==> config.mk <==
export PLATFORM = sky130hd
export DESIGN_NAME = svc_pix_vga
export DESIGN_NICKNAME = d
export VERILOG_FILES = /design/src/rtl/svc_pix_vga.sv
export SDC_FILE = /design/constraint.sdc
export NUM_CORES = 1
export LEC_CHECK = 0
export ABC_AREA = 1
export BUFFER_PORTS_ARGS = -buffer_cell sky130_fd_sc_hd__clkbuf_2
export CELL_PAD_IN_SITES_DETAIL_PLACEMENT = 1
export CELL_PAD_IN_SITES_GLOBAL_PLACEMENT = 1
export CORE_ASPECT_RATIO = 1.5
export CORE_MARGIN = 2
export CORE_UTILIZATION = 38
export CTS_CLUSTER_DIAMETER = 200
export DETAILED_ROUTE_END_ITERATION = 7
export PLACE_DENSITY_LB_ADDON = 0.1
export SYNTH_ARGS = -nofsm -noshare
export SYNTH_HDL_FRONTEND = slang
export SYNTH_SLANG_ARGS = --single-unit
==> constraint.sdc <==
create_clock -name clk -period 3.2 [get_ports clk]
set_input_delay 0.32 -clock clk [delete_from_list [all_inputs] [get_ports clk]]
set_output_delay 0.32 -clock clk [all_outputs]
set_load 0.03 [all_outputs]
==> src/rtl/svc_pix_vga.sv <==
// svc_pix_vga -- VGA timing generator and pixel-stream sink.
//
// Consumes a valid/ready pixel stream tagged with (x,y) and places each pixel
// on registered VGA outputs. hsync/vsync/visible come from free-running
// counters compared against programmable timing inputs. Each pixel's tag is
// compared against the counter position; on underflow or a tag mismatch the
// block drops to RESYNC, drains the stream up to the next (0,0) pixel and
// relocks at the following frame boundary.
//
// Ports:
//   clk, rst                    clock, async active-high reset
//   s_pix_valid/ready           stream handshake (ready is combinational)
//   s_pix_red/grn/blu           stream colour
//   s_pix_x, s_pix_y            stream pixel coordinate tag
//   h_visible..h_line_end       horizontal timing (line_end = total-1)
//   v_visible..v_frame_end      vertical timing (frame_end = total-1)
//   vga_hsync, vga_vsync        active-low syncs (registered)
//   vga_red/grn/blu             colour, zero outside visible area (registered)
//   vga_error                   one-cycle pulse on underflow or tag mismatch
//   locked                      high while in RUN
module svc_pix_vga #(
  parameter int H_WIDTH     = 12,
  parameter int V_WIDTH     = 12,
  parameter int COLOR_WIDTH = 4
) (
  input  logic                   clk,
  input  logic                   rst,
  input  logic                   s_pix_valid,
  input  logic [COLOR_WIDTH-1:0] s_pix_red,
  input  logic [COLOR_WIDTH-1:0] s_pix_grn,
  input  logic [COLOR_WIDTH-1:0] s_pix_blu,
  input  logic [H_WIDTH-1:0]     s_pix_x,
  input  logic [V_WIDTH-1:0]     s_pix_y,
  output logic                   s_pix_ready,
  input  logic [H_WIDTH-1:0]     h_visible,
  input  logic [H_WIDTH-1:0]     h_sync_start,
  input  logic [H_WIDTH-1:0]     h_sync_end,
  input  logic [H_WIDTH-1:0]     h_line_end,
  input  logic [V_WIDTH-1:0]     v_visible,
  input  logic [V_WIDTH-1:0]     v_sync_start,
  input  logic [V_WIDTH-1:0]     v_sync_end,
  input  logic [V_WIDTH-1:0]     v_frame_end,
  output logic                   vga_hsync,
  output logic                   vga_vsync,
  output logic [COLOR_WIDTH-1:0] vga_red,
  output logic [COLOR_WIDTH-1:0] vga_grn,
  output logic [COLOR_WIDTH-1:0] vga_blu,
  output logic                   vga_error,
  output logic                   locked
);

  localparam logic [0:0] ST_RESYNC = 1'b0;
  localparam logic [0:0] ST_RUN    = 1'b1;

  logic [H_WIDTH-1:0]     h_cnt_q, h_cnt_d;
  logic [V_WIDTH-1:0]     v_cnt_q, v_cnt_d;
  logic [0:0]             state_q, state_d;
  logic                   hsync_q, hsync_d, vsync_q, vsync_d;
  logic [COLOR_WIDTH-1:0] red_q, red_d, grn_q, grn_d, blu_q, blu_d;
  logic                   err_q, err_d, locked_q;
  logic                   ready_c;

  logic h_wrap, vis, frame_last, head_origin, tag_match;

  assign h_wrap      = (h_cnt_q == h_line_end);
  assign vis         = (h_cnt_q < h_visible) && (v_cnt_q < v_visible);
  assign frame_last  = h_wrap && (v_cnt_q == v_frame_end);
  assign head_origin = s_pix_valid && (s_pix_x == '0) && (s_pix_y == '0);
  assign tag_match   = (s_pix_x == h_cnt_q) && (s_pix_y == v_cnt_q);

  always_comb begin
    h_cnt_d = h_wrap ? '0 : h_cnt_q + 1'b1;
    v_cnt_d = v_cnt_q;
    if (h_wrap) v_cnt_d = (v_cnt_q == v_frame_end) ? '0 : v_cnt_q + 1'b1;
  end

  assign hsync_d = !((h_cnt_q >= h_sync_start) && (h_cnt_q < h_sync_end));
  assign vsync_d = !((v_cnt_q >= v_sync_start) && (v_cnt_q < v_sync_end));

  always_comb begin
    state_d = state_q;
    ready_c = 1'b0;
    red_d   = '0;
    grn_d   = '0;
    blu_d   = '0;
    err_d   = 1'b0;
    case (state_q)
      ST_RESYNC: begin
        // Drain everything except a (0,0) head, which is held for relock.
        ready_c = !head_origin;
        if (frame_last && head_origin) state_d = ST_RUN;
      end
      ST_RUN: begin
        ready_c = vis;
        if (vis) begin
          if (s_pix_valid && tag_match) begin
            red_d = s_pix_red;
            grn_d = s_pix_grn;
            blu_d = s_pix_blu;
          end else begin
            // Underflow or out-of-phase pixel (a mismatched one is consumed).
            err_d   = 1'b1;
            state_d = ST_RESYNC;
          end
        end
      end
      default: state_d = ST_RESYNC;
    endcase
  end

  assign s_pix_ready = ready_c;

  always_ff @(posedge clk or posedge rst) begin
    if (rst) begin
      h_cnt_q  <= '0;
      v_cnt_q  <= '0;
      state_q  <= ST_RESYNC;
      hsync_q  <= 1'b1;
      vsync_q  <= 1'b1;
      red_q    <= '0;
      grn_q    <= '0;
      blu_q    <= '0;
      err_q    <= 1'b0;
      locked_q <= 1'b0;
    end else begin
      h_cnt_q  <= h_cnt_d;
      v_cnt_q  <= v_cnt_d;
      state_q  <= state_d;
      hsync_q  <= hsync_d;
      vsync_q  <= vsync_d;
      red_q    <= red_d;
      grn_q    <= grn_d;
      blu_q    <= blu_d;
      err_q    <= err_d;
      // Registered from next state so locked tracks the RUN state cycle-exact.
      locked_q <= (state_d == ST_RUN);
    end
  end

  assign vga_hsync = hsync_q;
  assign vga_vsync = vsync_q;
  assign vga_red   = red_q;
  assign vga_grn   = grn_q;
  assign vga_blu   = blu_q;
  assign vga_error = err_q;
  assign locked    = locked_q;

endmodule
# Yosys cells after proc, flatten, opt, wreduce, memory -nomap -nowiden
# Index checks and enable logic that the tools add are counted.
# totals
word_cells	55
in_bits	135
register_bits	40
out_inout_bits	17
# op_classes
magnitude_cmp	6
bitwise_logic	1
n_reduce_logical	14
add_sub_neg	2
n_eq_ne	4
mux	19
# op_table
op	n
$eq 12x12->1	4
$lt 12x12->1	4
$mux 4	9
$add 12x1->12 const B	2
$ge 12x12->1	2
$logic_not 12->1	2
$mux 12	2
$logic_and 1x1->1	9
$mux 1	6
$pmux 1 s2	2
$logic_not 1->1	3
$not 1->1	1

# Depth between registers and ports, before layout
# logic_depth
depth_word	6
depth_mapped	12
ltp_nobuf	12

# Least setup slack after synthesis
# Ideal clock, no wire load.
# synth_path
path_type	register -> output
start	register v_cnt_q[7]
end	output s_pix_ready
path_stages_with_launch	11
slack_ps	1246
arrival_ps	1634
n_path_buf	0
required_time_ps	2880
path_cell_list	dfrtp_1 ha_1 nand2_1 inv_1 nand2_1 nand2_1 a21oi_1 nand3_1 nor2_2 inv_2 o21ai_0
# synth_between
elab_chain_cells	3
# synth_rtl
element	line_no	text
start, declared	56	logic [V_WIDTH-1:0] v_cnt_q, v_cnt_d;
start signal, assigned	127	v_cnt_q <= v_cnt_d;
$lt 12x12->1	66	assign vis = (h_cnt_q < h_visible) && (v_cnt_q < v_visible);
$logic_and 1x1->1	66	
$pmux 1 s2	87	case (state_q)
end, declared	34	output logic s_pix_ready,
# Every way passes these cells.

# Final worst setup path
# layout_path
start	register v_cnt_q[3]
end	output s_pix_ready
# Same word-level chain as after synthesis.

==> summary.txt <==
run status -> finished clean
Critical Path End Type -> output port
Root Driver -> clkbuf_16
Initial Util -> 39.02%
final instance count without filler cells -> 997
nets -> 1051
CTS tree -> built
Routed wire per std cell -> 15.50 µm
Post-Syn Nets -> 899
Yosys Warn Count -> 0
io pins -> 152
number of global-route vias before repair -> 5442
Routed WL -> 15.45 mm
Sum Neg Setup Slack -> 0 ns
Fill cells -> 1619
Seq. cell area -> 1003 µm²
final worst path period share -> 84.15%
Commonest cells post-synth -> nand2_1 (180), inv_1 (158), ha_1 (70)
PD cells -> 361.8 nW/µm²
most frequent cell after synthesis -> nand2_1
synth unique cells -> 33
clock-pin slew on the worst setup and hold paths -> 0.06 ns
Tightest Pin Transition -> 0.5590 ns
Max transition margin -> 62.65%
Setup-failing EPs final -> 0
Clock Skew -> 0.004279 ns
n_diodes -> 0
Slew Viols, Final -> 0
crit path max fanout -> 13
Layout area overhead -> 23.25%
GRT Residual Overflow -> 0
fraction of layout cells with a size suffix above 1 -> 21.61%
hold crit path type -> in -> async
global-route wire length before repair -> 24.29 mm
Die Y-Extent -> 137.3 µm
RePlAce Congestion -> 0.8661
Mapped Area -> 4499 µm²
Most Frequent Cell on Critical Path -> nand2_1
IO Port Bufs -> 151
total CTS buffers -> 5
final setup slack of the worst path -> 0.5072 ns
pre-CTS WS -> 0.7827 ns
Synth top area share -> 21.13%
CTS Sinks -> 40
post-layout min period -> 2.693 ns
setup repair after global routing missed its margin -> no
Avg Cell Area, Syn -> 6.483 µm²
via count -> 5006
Max-Cap Viols -> 0
Worst Path Required -> 2.88 ns
Final Cell Area -> 5545 µm²
prevailing post-synth register cell -> dfrtp_1
ranking of synthesized cells by area -> dfrtp_1 (21%), ha_1 (19%), nand2_1 (15%), inv_1 (13%), nand3_1 (4.6%)
postcts setup bufs -> 0
Hold Buf Count CTS -> 0
Post-DRT Antenna Nets -> 0
Fmax -> 371.4 MHz
Worst VDD drop -> 0.2219 mV
die area -> 12740 µm²
Hold Violations, Final -> 0
Seq/Total Area, Yosys -> 22.30%
Slowest-stage cell, CP -> dfrtp_1
Area after DPL -> 5391 µm²
Multi-input gate area -> 2796 µm²
worst hold margin -> 0.1518 ns
area leader, netlist -> dfrtp_1
Starting DRT DRC Count -> 146
Die Span X -> 92.85 µm
Placed Cells -> 989
post-DP HPWL -> 13.19 mm
DRC viols -> 0
pin count of the biggest net entering global routing -> 41
vias per inst -> 5.021
GRT Total Usage -> 24.56%
Seq cells post-synth -> 40
critical path class -> reg -> out
Worst R2R Path Depth -> 10
initial antenna violation count -> 0
core footprint -> 11530 µm²
Worst setup SP type -> flip-flop
Async SR Flop Fraction -> 100.0%
htree depth -> 2
max incr delay on CP -> 0.57 ns
post-layout util -> 48.09%
Pleak -> 3.394 nW
Cells after Synth -> 694
# rows -> 48
critical-path cell list -> ha_1, nand2_1, inv_1, nand2_1, nand2_1, nand2_1, nand3_1, nor2_2, inv_2, o21ai_0, clkbuf_2
Post-synth EDFFs -> 0
post-CTS resize count -> 0
CTS max path bufs -> 2
number of detailed-route iterations in the first pass -> 4
Power, Total -> 2.007 mW
Worst EP arrival -> 2.37 ns
insertion delay to the later sink of the worst-skew pair -> 0.29 ns
-- kinds of logic (layout without fill, tap and decap cells) --
family / after synthesis / count (layout) / synth area share [%]
AO/OA/AOI/OAI: 76 / 76 / 9.094
XOR/XNOR: 20 / 20 / 3.893
adder cells (fa/ha/maj): 70 / 70 / 19.47
buffers and inverters: 176 / 329 / 15.55
flip-flops: 40 / 40 / 22.30
AND/OR/NAND/NOR: 312 / 312 / 29.70
-- critical path, delay by kind of cell (launching register included) --
family / cells / cell delay [ns]
simple gates: 6 / 0.69
flops: 1 / 0.57
buf+inv: 3 / 0.40
fa+ha+maj: 1 / 0.32
compound gates: 1 / 0.10
-- path summary, 6_finish.rpt --
| kind | startpoint | endpoint | slack [ns] |
|---|---|---|---|
| max | v_cnt_q[3] | s_pix_ready | 0.51 |
| max reg2reg | h_cnt_q[11] | v_cnt_q[3] | 0.97 |
| min in group clk | s_pix_blu[0] | vga_blu[0] | 0.24 |
| max in group asynchronous | rst | vga_hsync | 2.67 |
| min reg2reg | v_cnt_q[11] | v_cnt_q[11] | 0.71 |
| min | rst | vga_grn[3] | 0.15 |
-- cell type report --
type | instances | share of cell area (%)
multi-input cells | 478 | 50.43
flip-flops and latches | 40 | 18.10
repair buffers | 153 | 13.90
inverters | 168 | 11.42
well taps | 150 | 3.384
clock buffers | 6 | 2.505
clock inverters | 2 | 0.2708
-- metal layers --
metal  global-route usage, %  vias up  wire (µm)
met5                       0        -          0
met4                   11.19        0        668
met3                   2.243       35        474
met2                   51.37      120       8890
met1                   23.35     2384       5420
li1                        -     2467          -
-- cells in the final DEF (no fill, tap or decap), types with 9 or more instances in the layout --
master / instances
nand2_1: 180
inv_1: 158
clkbuf_2: 151
ha_1: 70
nor2_1: 52
nand3_1: 41
dfrtp_1: 38
a21oi_1: 33
o21ai_0: 24
nand4_1: 20
xnor2_1: 12
inv_2: 9
-- state kept, by name (all words and copies together) (netlist names) --
name and flops:
vga_grn 4, h_cnt_q 12, vga_error 1, vga_blu 4, vga_vsync 1, vga_hsync 1, v_cnt_q 12, vga_red 4
locked 1
-- power breakdown --
group | switching (mW) | total (mW) | internal [mW] | leakage [nW]
registers | 0.141 | 0.698 | 0.557 | 0.488
logic | 0.445 | 0.779 | 0.334 | 2.84
clock network | 0.219 | 0.529 | 0.310 | 0.0691
total | 0.806 | 2.01 | 1.20 | 3.39
(Power assumes the default switching activity.)
